===== config.mk =====
export PLATFORM = sky130hd
export DESIGN_NAME = serial_nibble_adder
export DESIGN_NICKNAME = d
export VERILOG_FILES = /design/src/rtl/serial_adder_pkg.sv /design/src/rtl/adder_4bit.sv /design/src/rtl/serial_nibble_adder.sv
export SDC_FILE = /design/constraint.sdc
export NUM_CORES = 1
export LEC_CHECK = 0
export CORE_MARGIN = 2
export CORE_UTILIZATION = 54
export DETAILED_ROUTE_END_ITERATION = 8
export DONT_BUFFER_PORTS = 1
export PLACE_DENSITY_LB_ADDON = 0.2
export SLEW_MARGIN = 25
export SYNTH_ARGS = -nofsm -noshare
export SYNTH_HDL_FRONTEND = slang
export SYNTH_SLANG_ARGS = --single-unit

===== constraint.sdc =====
create_clock -name clk -period 1.86 [get_ports clk]
set_input_delay 0.093 -clock clk [delete_from_list [all_inputs] [get_ports clk]]
set_output_delay 0.093 -clock clk [all_outputs]
set_load 0.03 [all_outputs]

===== src/rtl/serial_adder_pkg.sv =====
// Shared definitions for the nibble-serial adder: FSM encoding, nibble width, counter sizing.
`timescale 1ns/1ps
package serial_adder_pkg;

  localparam int unsigned NIBBLE_W = 4;

  typedef enum logic [1:0] {
    StIdle = 2'd0,
    StRun  = 2'd1,
    StDone = 2'd2
  } sna_state_e;

  // Beat counter width; a single-beat adder still needs a 1-bit counter.
  function automatic int unsigned cnt_width(input int unsigned nib);
    return (nib > 1) ? $clog2(nib) : 1;
  endfunction

endpackage


===== src/rtl/adder_4bit.sv =====
// Combinational 4-bit adder with carry-in and carry-out; the per-beat datapath.
`timescale 1ns/1ps
module adder_4bit (
  input  logic [3:0] a_i,
  input  logic [3:0] b_i,
  input  logic       cin_i,
  output logic [3:0] s_o,
  output logic       c4_o
);

  assign {c4_o, s_o} = {1'b0, a_i} + {1'b0, b_i} + {4'b0000, cin_i};

endmodule


===== src/rtl/serial_nibble_adder.sv =====
// WIDTH-bit adder computed one nibble per clock through a single adder_4bit.
// Define SNA_OVERFLOW_EN to add the registered signed-overflow output ovf.
`timescale 1ns/1ps
module serial_nibble_adder
  import serial_adder_pkg::*;
#(
  parameter int unsigned WIDTH = 16
) (
  input  logic             clk,
  input  logic             rst_n,
  input  logic             in_valid,
  output logic             in_ready,
  input  logic [WIDTH-1:0] a,
  input  logic [WIDTH-1:0] b,
  input  logic             cin,
  output logic             out_valid,
  input  logic             out_ready,
  output logic [WIDTH-1:0] sum,
  output logic             cout
`ifdef SNA_OVERFLOW_EN
  ,
  output logic             ovf
`endif
);

  localparam int unsigned NIB  = WIDTH / NIBBLE_W;
  localparam int unsigned CntW = cnt_width(NIB);
  localparam logic [CntW-1:0] LastCnt = CntW'(NIB - 1);

  if ((WIDTH % NIBBLE_W) != 0 || WIDTH < NIBBLE_W) begin : g_bad_width
    $error("serial_nibble_adder: WIDTH must be a non-zero multiple of 4");
  end

  sna_state_e       state_q, state_d;
  logic [WIDTH-1:0] a_sh_q, a_sh_d, b_sh_q, b_sh_d, sum_q, sum_d;
  logic [CntW-1:0]  cnt_q, cnt_d;
  logic             carry_q, carry_d, cout_q, cout_d;
  logic             in_ready_q, in_ready_d, out_valid_q, out_valid_d;
  logic [NIBBLE_W-1:0] nib_s;
  logic             nib_c4;
`ifdef SNA_OVERFLOW_EN
  logic             a_msb_q, a_msb_d, b_msb_q, b_msb_d, ovf_q, ovf_d;
`endif

  adder_4bit u_adder (
    .a_i  (a_sh_q[NIBBLE_W-1:0]),
    .b_i  (b_sh_q[NIBBLE_W-1:0]),
    .cin_i(carry_q),
    .s_o  (nib_s),
    .c4_o (nib_c4)
  );

  always_comb begin
    state_d     = state_q;
    a_sh_d      = a_sh_q;
    b_sh_d      = b_sh_q;
    sum_d       = sum_q;
    cnt_d       = cnt_q;
    carry_d     = carry_q;
    cout_d      = cout_q;
    in_ready_d  = in_ready_q;
    out_valid_d = out_valid_q;
`ifdef SNA_OVERFLOW_EN
    a_msb_d     = a_msb_q;
    b_msb_d     = b_msb_q;
    ovf_d       = ovf_q;
`endif
    unique case (state_q)
      StIdle: begin
        if (in_valid && in_ready_q) begin
          a_sh_d     = a;
          b_sh_d     = b;
          carry_d    = cin;
          cnt_d      = '0;
          in_ready_d = 1'b0;
          state_d    = StRun;
`ifdef SNA_OVERFLOW_EN
          a_msb_d    = a[WIDTH-1];
          b_msb_d    = b[WIDTH-1];
`endif
        end
      end
      StRun: begin
        // New nibble enters at the top so the result is aligned after NIB beats.
        sum_d   = WIDTH'({nib_s, sum_q} >> NIBBLE_W);
        a_sh_d  = a_sh_q >> NIBBLE_W;
        b_sh_d  = b_sh_q >> NIBBLE_W;
        carry_d = nib_c4;
        cnt_d   = cnt_q + CntW'(1);
        if (cnt_q == LastCnt) begin
          cout_d      = nib_c4;
          out_valid_d = 1'b1;
          state_d     = StDone;
`ifdef SNA_OVERFLOW_EN
          ovf_d       = (a_msb_q == b_msb_q) && (nib_s[NIBBLE_W-1] != a_msb_q);
`endif
        end
      end
      StDone: begin
        if (out_ready) begin
          out_valid_d = 1'b0;
          in_ready_d  = 1'b1;
          state_d     = StIdle;
`ifdef SNA_OVERFLOW_EN
          ovf_d       = 1'b0;
`endif
        end
      end
      default: begin
        out_valid_d = 1'b0;
        in_ready_d  = 1'b1;
        state_d     = StIdle;
      end
    endcase
  end

  always_ff @(posedge clk or negedge rst_n) begin
    if (!rst_n) begin
      state_q     <= StIdle;
      a_sh_q      <= '0;
      b_sh_q      <= '0;
      sum_q       <= '0;
      cnt_q       <= '0;
      carry_q     <= 1'b0;
      cout_q      <= 1'b0;
      in_ready_q  <= 1'b1;
      out_valid_q <= 1'b0;
`ifdef SNA_OVERFLOW_EN
      a_msb_q     <= 1'b0;
      b_msb_q     <= 1'b0;
      ovf_q       <= 1'b0;
`endif
    end else begin
      state_q     <= state_d;
      a_sh_q      <= a_sh_d;
      b_sh_q      <= b_sh_d;
      sum_q       <= sum_d;
      cnt_q       <= cnt_d;
      carry_q     <= carry_d;
      cout_q      <= cout_d;
      in_ready_q  <= in_ready_d;
      out_valid_q <= out_valid_d;
`ifdef SNA_OVERFLOW_EN
      a_msb_q     <= a_msb_d;
      b_msb_q     <= b_msb_d;
      ovf_q       <= ovf_d;
`endif
    end
  end

  assign in_ready  = in_ready_q;
  assign out_valid = out_valid_q;
  assign sum       = sum_q;
  assign cout      = cout_q;
`ifdef SNA_OVERFLOW_EN
  assign ovf       = ovf_q;
`endif

endmodule


==> summary.md, run 1 <==
| Metric | Value |
|---|---|
| Dpl ws | 253 ps |
| Number of nets in the layout | 325 |
| CTS resizes | 0 |
| Leading cell type in the layout, fill and taps excluded | nand2_1 |
| Main synth FF type | dfrtp_1 |
| CTS buffer count | 5 |
| Yosys warns | 0 |
| Die Footprint | 5420 um2 |
| Worst EP arrival | 1780 ps |
| Hold crit path type | input port to flop |
| Sink Count | 56 |
| Worst Clk Skew | 13.2 ps |
| Status | finished clean |
| Max_cap viols | 0 |
| I/O Buffers | 0 |
| DRC Markers | 0 |
| Setup bufs post-CTS | 0 |
| Post-Syn Instances | 249 |
| Fmax | 631 MHz |
| DRT antenna net count | 0 |
| Synth Area in XOR/XNOR | 0% |
| Final worst setup slack | 275 ps |
| Critical path type | flop to flop |
| Clock Latency Late Sink | 320 ps |
| Slew headroom | 73.8% |
| Hpwl dp | 3260 um |
| VDD IR-drop max | 0.000618 V |
| Worst Path Max Fanout | 2 |
| Min Tclk post-route | 1590 ps |
| Crit. End Element | flop |
| CTS tree | done |
| EDFF count, synth | 0 |
| Starting density of the core | 55.8% |
| Library cells used by synthesis | 29 |
| Area fraction in compound gates after synthesis | 9.42% |
| Final setup TNS | 0 ps |
| Unrepaired setup endpoints after global routing | no |
| Hold-fix buffers at CTS | 36 |
| Setup violations, final | 0 |
| DIE WIDTH | 73.6 um |
| Gr usage total | 20.6% |
| Ys async rst share | 100% |
| Initial antenna violation count | 0 |
| # IOs | 56 |
| WL/cell | 15.0 um |
| Data required time of the critical path | 2050 ps |
| Core Box Area | 4690 um2 |
| Max clock buf depth | 2 |
| Post-Synth Simple-Gate Area | 16.4% |
| Register area share after synthesis | 53.6% |
| Commonest cells after routing, fill and taps aside | nand2_1 (68), dfrtp_1 (55), dlygate4sd3_1 (35) |
| Vias in the first global route | 1819 |
| Fin. max-slew vios | 0 |
| Synth Net Count | 292 |
| Overall die height | 73.6 um |
| Adder-Cell Fraction of Synth Area | 3.44% |
| P&R area growth vs syn | 17.6% |
| Mux contribution to synthesized area | 11.1% |
| Synthesized area | 2620 um2 |
| Post-Route WL | 5050 um |
| CTS Root Cell | clkbuf_8 |
| Via count | 1809 |
| H-tree depth | 2 |
| Drt first-iter violations | 76 |
| CP Launch Type | flop |
| Inserted Diodes | 0 |
| First-pass GRT wire length | 8420 um |
| Main combinational cell family by area after synthesis | simple AND/OR/NAND/NOR gates |
| Clock transition at the registers of the reported paths | 90 ps |
| Gpl congestion | 0.718 |
| Period Utilization, post-route | 85.2% |
| Row count | 25 |
| Seq cells post-synth | 56 |
| Gr ovfl total | 0 |
| Total iterations of the first detailed-routing run | 4 |
| Worst Max-Slew Pin Slew | 393 ps |
| Post-Place Cells | 293 |
| Share of cells above drive strength 1 | 7.07% |
| Avg Inst Size Synth | 10.5 um2 |
| PD cells | 1360 nW/um2 |
| Average via count per standard cell | 5.37 |
| Final std cells w/o fill | 337 |
| Largest net degree at the start of global routing | 57 |
| Final Hold Vio Count | 0 |
| P_leak | 1.62 nW |
==> worst paths after layout <==
path                             from        end  slack [ps]  depth (start not counted)
setup / recovery            a_sh_q[0]       cout         270                          6
hold / removal                    cin    carry_q          40                          2
setup reg to reg            a_sh_q[0]       cout         270                          6
hold reg to reg            a_sh_q[12]  a_sh_q[8]         500                          2
max in group asynchronous       rst_n   in_ready        1240                          2
min in group asynchronous       rst_n    sum[12]         330                          2
==> Yosys cell counts, types with 2 or more instances <==
cell type	number	area share [%]
a21oi_1	5	0.96
a22o_1	2	0.67
and4bb_2	2	0.96
buf_12	3	2.3
buf_2	4	0.76
buf_4	3	0.86
buf_6	3	1.3
clkbuf_1	2	0.29
dfrtp_1	55	53
fa_1	2	1.5
ha_1	4	1.9
inv_1	4	0.57
mux2i_1	29	11
nand2_1	68	9.8
nand2b_1	8	1.9
nand3_1	7	1.3
nor2_1	6	0.86
o21ai_0	9	1.7
o21ai_1	23	4.4
==> cell families after synthesis <==
logic type      after synthesis
simple gates                 95
mux                          29
compound gates               44
fa+ha+maj                     6
buf+inv                      19
flops                        56
==> area by class of cell <==
type,instances,area (um2)
clock buffer,6,82.6
timing repair buffer,41,440
sequential,56,1400
tap,54,67.6
fill,393,1610
inverter,4,15.0
clock inverter,2,15.0
multi-input combinational,174,1060
==> worst max-delay path, stage by stage (launching register included) <==
cell       delay (ps)
dfrtp_1           410
fa_1              440
inv_1              80
fa_1              170
nand2b_1          130
o2bb2ai_1         140
a31oi_1           100
==> sequential cells by signal, indices dropped and copies added, names as in the netlist <==
name and flops:
b_sh_q 16, carry_q 1, out_valid 1, cnt_q 2
state_q 2, cout 1, sum 16, in_ready 1
a_sh_q 16
==> layer usage <==
metal / vias to the layer above / track usage, % / share of wire (%)
met5: - / 0 / 0
met4: 0 / 8.28 / 2.3
met3: 10 / 5.62 / 5.6
met2: 47 / 33.1 / 48
met1: 851 / 26.5 / 44
li1: 901 / - / -
==> where the power goes <==
part           internal [mW]  total, mW  switching, mW
combinational          0.516       1.14          0.626
clock                  0.302      0.693          0.391
sequential              1.66       2.35          0.687
total                   2.48       4.18           1.70
==> metrics by stage <==
step | total power [mW] | hold WS (ps) | instance area, um2 | util [%]
2_1_floorplan | 3.19 | -203 | 2620 | -
3_3_place_gp | 3.39 | -201 | 2600 | 55.5
3_5_place_dp | 3.44 | -201 | 2600 | 55.5
4_1_cts | 4.23 | 28.4 | 3080 | 65.6
5_1_grt | 4.52 | 46.3 | 3080 | 65.6
6_report | 4.18 | 38.8 | 3080 | 65.6
Power figures use the tool's default switching activity.
==> run 2: changes to the inputs <==
Settings changed: PLACE_DENSITY_LB_ADDON 0.2 to 0.3.
==> summary.md, run 2 (same netlist as run 1, synthesis figures left out) <==
| Metric | Value |
|---|---|
| Setup violations, final | 0 |
| Largest net degree at the start of global routing | 57 |
| Data required time of the critical path | 2040 ps |
| Most frequent CP cell | fa_1 |
| Reg2reg start | a_sh_q[0] |
| Comb pwr share | 27.0% |
| P_leak | 1.64 nW |
| Fmax | 616 MHz |
| VDD IR-drop max | 0.000632 V |
| Core Box Area | 4690 um2 |
| Critical path type | flop to flop |
| Setup bufs post-CTS | 0 |
| Vias in the first global route | 1769 |
| Max clock buf depth | 2 |
| Final setup TNS | 0 ps |
| Average via count per standard cell | 5.36 |
| Worst EP arrival | 1800 ps |
| CP cell instances | fa_1 -> inv_1 -> fa_1 -> nand2b_1 -> o2bb2ai_1 -> a31oi_1 |
| Starting density of the core | 55.8% |
| First-pass GRT wire length | 8540 um |
| Worst Max-Slew Pin Slew | 408 ps |
| CP Launch Type | flop |
| Worst Path Max Fanout | 2 |
| Psw | 1.68 mW |
| Worst hold slack | 6.00 ps |
| Commonest cells after routing, fill and taps aside | nand2_1 (68), dfrtp_1 (55), dlygate4sd3_1 (34) |
| Hold Path Origin | a[0] |
| Crit. End Element | flop |
| Post-Route WL | 5020 um |
| Overall die height | 73.6 um |
| WL/cell | 14.7 um |
| Via count | 1828 |
| Clk pwr share | 18.1% |
| Worst path slowest cell | fa_1 |
| Worst Path Buf+Inv | 1 |
| Worst Clk Skew | 2.82 ps |
| Clock Latency Late Sink | 300 ps |
| Share of cells above drive strength 1 | 8.36% |
| Min Tclk post-route | 1620 ps |
| Status | finished clean |
| Final Hold Vio Count | 0 |
| Gr usage total | 20.4% |
| Number of nets in the layout | 329 |
| Period Utilization, post-route | 87.3% |
| Hpwl dp | 3430 um |
| Hold crit path type | input port to flop |
| CTS Root Cell | clkbuf_8 |
| DIE WIDTH | 73.6 um |
| Gpl congestion | 0.710 |
| CTS tree | done |
| Gr ovfl total | 0 |
| Fin. max-slew vios | 0 |
| Drt first-iter violations | 102 |
| Sw Share | 39.4% |
| CP top delay family | adder cells |
| Total iterations of the first detailed-routing run | 4 |
| CTS buffer count | 5 |
| # IOs | 56 |
| Critical path depth | 6 |
| I/O Buffers | 0 |
| Hold Crit Depth | 2 |
| DRC Markers | 0 |
| Inserted Diodes | 0 |
| Sink Count | 56 |
| Die Footprint | 5420 um2 |
| DRT antenna net count | 0 |
| H-tree depth | 2 |
| Internal power | 2.59 mW |
| Leading cell type in the layout, fill and taps excluded | nand2_1 |
| Clock transition at the registers of the reported paths | 90 ps |
| Critical Path Source | a_sh_q[0] |
| Sequential share of power | 54.9% |
| Slew headroom | 72.8% |
| Max_cap viols | 0 |
| Row count | 25 |
| Initial antenna violation count | 0 |
| Max stage delay on crit path | 450 ps |
| PD cells | 1380 nW/um2 |
| Worst Reg2Reg Path Length in Cells | 6 |
| Unrepaired setup endpoints after global routing | no |
| P&R area growth vs syn | 18.6% |
## run 2: cell count changes in the layout (fill, tap and decap cells not counted), sizes merged
cell,before,now
buf,6,11
clkinvlp,2,0
bufinv,0,1
clkinv,0,1
dlygate4sd3,35,34
## run 2: worst paths after layout
path | slack (ps) | to
setup / recovery | 240 | cout
hold / removal | 6 | a_sh_q[0]
setup reg to reg | 240 | cout
hold reg to reg | 500 | a_sh_q[8]
max in group asynchronous | 1260 | in_ready
min in group asynchronous | 330 | sum[0]
## run 2: power by group through the flow
stage	combinational [mW]	sequential (mW)	clock, mW
finish	1.15	2.35	0.771
detailed placement	1.07	2.38	0
floorplan	0.938	2.26	0
global route	1.34	2.42	0.840
CTS	1.16	2.35	0.791
global placement	1.03	2.36	0
## run 2: layout make-up
| type | count | area, um2 |
|---|---|---|
| Sequential cell | 56 | 1400 |
| Clock inverter | 2 | 35.0 |
| Multi-Input combinational cell | 174 | 1060 |
| Timing Repair Buffer | 45 | 455 |
| Tap cell | 54 | 67.6 |
| Clock buffer | 6 | 72.6 |
| Fill cell | 364 | 1590 |
| Inverter | 4 | 15.0 |
## run 2: timing repair
action | in CTS | in global routing
gates resized for setup | 0 | 0
setup endpoints to repair | 0 | 0
hold buffers | 34 | 1
endpoints found under the hold margin | 88 | 1
## run 2: stage by stage
stage	worst slack (ps)	total power, mW	util, %	cell area, um2	instances
final	236	4.27	66.2	3100	341
after global routing	132	4.60	66.2	3100	341
after CTS	232	4.31	65.9	3090	340
after detailed placement	241	3.45	56.0	2630	298
after global placement	308	3.39	56.0	2630	298
after floorplan	366	3.19	-	2620	249
## run 2: per-layer routing
metal | vias up | track usage, % | wire [um]
met5 | - | 0 | 0
met4 | 0 | 5.45 | 53
met3 | 7 | 4.94 | 229
met2 | 47 | 32.7 | 2400
met1 | 861 | 27.9 | 2330
li1 | 913 | - | -
==> run 3: changes to the inputs <==
Settings changed: SYNTH_HIERARCHICAL set to 1.
==> summary.md, run 3 <==
| Metric | Value |
|---|---|
| Status | finished clean |
| Psw | 1.98 mW |
| Total iterations of the first detailed-routing run | 4 |
| I/O Buffers | 0 |
| Library cells used by synthesis | 30 |
| Worst Reg2Reg Path Length in Cells | 7 |
| Seq cells post-synth | 56 |
| CTS tree | done |
| Main synth FF type | dfrtp_1 |
| Synth Net Count | 328 |
| Average via count per standard cell | 5.27 |
| Register area share after synthesis | 54.0% |
| Die Footprint | 5380 um2 |
| Hold Path Origin | b[7] |
| DRC Markers | 0 |
| Most frequent CP cell | fa_2 |
| Avg Inst Size Synth | 9.12 um2 |
| Vias in the first global route | 1867 |
| Synthesized area | 2600 um2 |
| Post-Syn Instances | 285 |
| Min Tclk post-route | 1720 ps |
| Crit. End Element | flop |
| Gpl congestion | 0.723 |
| Critical path type | flop to flop |
| Unrepaired setup endpoints after global routing | no |
| Data required time of the critical path | 2050 ps |
| # IOs | 56 |
| Yosys top cell by area | dfrtp_1 |
| First-pass GRT wire length | 8480 um |
| PD cells | 1620 nW/um2 |
| Gr usage total | 20.3% |
| CP cell instances | fa_2 -> inv_2 -> fa_2 -> nor2b_1 -> o21ai_1 -> nand2b_1 -> mux2_1 |
| Worst EP arrival | 1920 ps |
| Sequential share of power | 49.4% |
| Reg2reg start | a_sh_q[0] |
| Fillers | 397 |
| Core Box Area | 4690 um2 |
| Clock Latency Late Sink | 300 ps |
| CP top delay family | adder cells |
| Util after Layout | 64.2% |
| EDFF count, synth | 0 |
| Max clock buf depth | 2 |
| Worst Path Max Fanout | 2 |
| Setup violations, final | 0 |
| Leading cell type in the layout, fill and taps excluded | nand2_1 |
| Initial antenna violation count | 0 |
| Clock transition at the registers of the reported paths | 100 ps |
| DIE WIDTH | 73.4 um |
| Inserted Diodes | 0 |
| P_leak | 1.48 nW |
| Share of cells above drive strength 1 | 9.65% |
| Slew headroom | 73.1% |
| Worst Path Buf+Inv | 1 |
| Row count | 25 |
| WL/cell | 13.9 um |
| Final instance area | 3010 um2 |
| Comb pwr share | 34.6% |
| Worst Clk Skew | 9.68 ps |
| Ys async rst share | 100% |
| Sw Share | 40.4% |
| Final Hold Vio Count | 0 |
| P&R area growth vs syn | 15.9% |
| Commonest cells after routing, fill and taps aside | nand2_1 (88), dfrtp_1 (55), a21oi_1 (50) |
| Largest net degree at the start of global routing | 57 |
| Overall die height | 73.4 um |
| Worst path slowest cell | dfrtp_1 |
| Internal power | 2.92 mW |
| Hold crit path type | input port to flop |
| Hold Crit Depth | 2 |
| Worst Max-Slew Pin Slew | 403 ps |
| Number of nets in the layout | 353 |
| Synth top area share | 53.0% |
| Post-Route WL | 5090 um |
| Placed cell area | 2590 um2 |
| Top-count cell post-synth | nand2_1 |
| Worst hold slack | 7.99 ps |
| Hpwl dp | 3200 um |
| Via count | 1923 |
| Gr ovfl total | 0 |
| Hold Path End | b_sh_q[7] |
| DRT antenna net count | 0 |
| Starting density of the core | 55.4% |
| CTS buffer count | 5 |
| CP Launch Type | flop |
| Max stage delay on crit path | 420 ps |
| CTS Root Cell | clkbuf_8 |
| Drt first-iter violations | 70 |
| Most frequent cells after synthesis | nand2_1 (88), dfrtp_1 (55), a21oi_1 (50) |
| Max_cap viols | 0 |
| H-tree depth | 2 |
| Yosys warns | 6 |
| Cells taking the most area after synthesis | dfrtp_1 (53%), nand2_1 (13%), a21oi_1 (9.6%) |
| Period Utilization, post-route | 92.7% |
| VDD IR-drop max | 0.000935 V |
| Fmax | 580 MHz |
| Clk pwr share | 15.9% |
| Sink Count | 56 |
| Final setup TNS | 0 ps |
| FF-to-FF End | cout |
| Critical Path Source | a_sh_q[0] |
| Flop2flop setup slack | 140 ps |
| Fin. max-slew vios | 0 |
## run 3: worst max path at each step
stage | to | slack, ps | depth (start not counted)
floorplan | cout | 150 | 7
global placement | cout | 100 | 7
detailed placement | cout | 20 | 7
CTS | cout | 2 | 7
global route | cout | 10 | 7
finish | cout | 140 | 7
## run 3: logic make-up (layout without fill, tap and decap cells)
| kind of cell | count (synthesis) | after routing | synth area share (%) |
|---|---|---|---|
| AOI/OAI and AO/OA | 66 | 66 | 14.0 |
| xor gates and xnor gates | 2 | 2 | 0.674 |
| adders and majority gates | 6 | 6 | 3.47 |
| buffers and inverters | 24 | 50 | 6.64 |
| DFF | 56 | 56 | 54.0 |
| muxes | 4 | 4 | 1.59 |
| and+or+nand+nor | 127 | 127 | 19.7 |
## run 3: cell type report
class,count,area [um2],share of cell area (%)
Timing Repair Buffer,37,378,12.5
Clock inverter,2,35.0,1.16
Clock buffer,6,72.6,2.41
Multi-Input combinational cell,205,1040,34.5
Inverter,5,18.8,0.623
Sequential cell,56,1400,46.6
Tap cell,54,67.6,2.24
## run 3: what timing repair did
item | 4_1_cts | 5_1_grt
setup endpoints to repair | 0 | 2
buffers inserted | 0 | 1
resized for setup | 0 | 4
hold endpoints to repair | 83 | 0
hold buffers | 28 | 0
## run 3: metal layers
| metal | GRT usage (%) | wire length (um) | vias to the layer above |
|---|---|---|---|
| met5 | 0 | 0 | - |
| met4 | 4.24 | 27 | 0 |
| met3 | 6.31 | 311 | 2 |
| met2 | 34.7 | 2550 | 50 |
| met1 | 25.6 | 2200 | 902 |
| li1 | - | - | 969 |
## run 3: stage by stage
stage               cells  power (mW)  setup WS [ps]
finish                365        4.89            135
global route          365        5.32           14.7
CTS                   364        4.90           1.80
detailed placement    328        4.04           22.0
global placement      328        3.97            104
floorplan             285        3.70            154
## run 3: power groups by stage
stage / Clock, mW / Sequential (mW) / Combinational [mW]
after floorplan: 0 / 2.33 / 1.37
after global placement: 0 / 2.43 / 1.53
after detailed placement: 0 / 2.45 / 1.59
after CTS: 0.800 / 2.42 / 1.68
after global routing: 0.850 / 2.50 / 1.97
final: 0.779 / 2.42 / 1.70
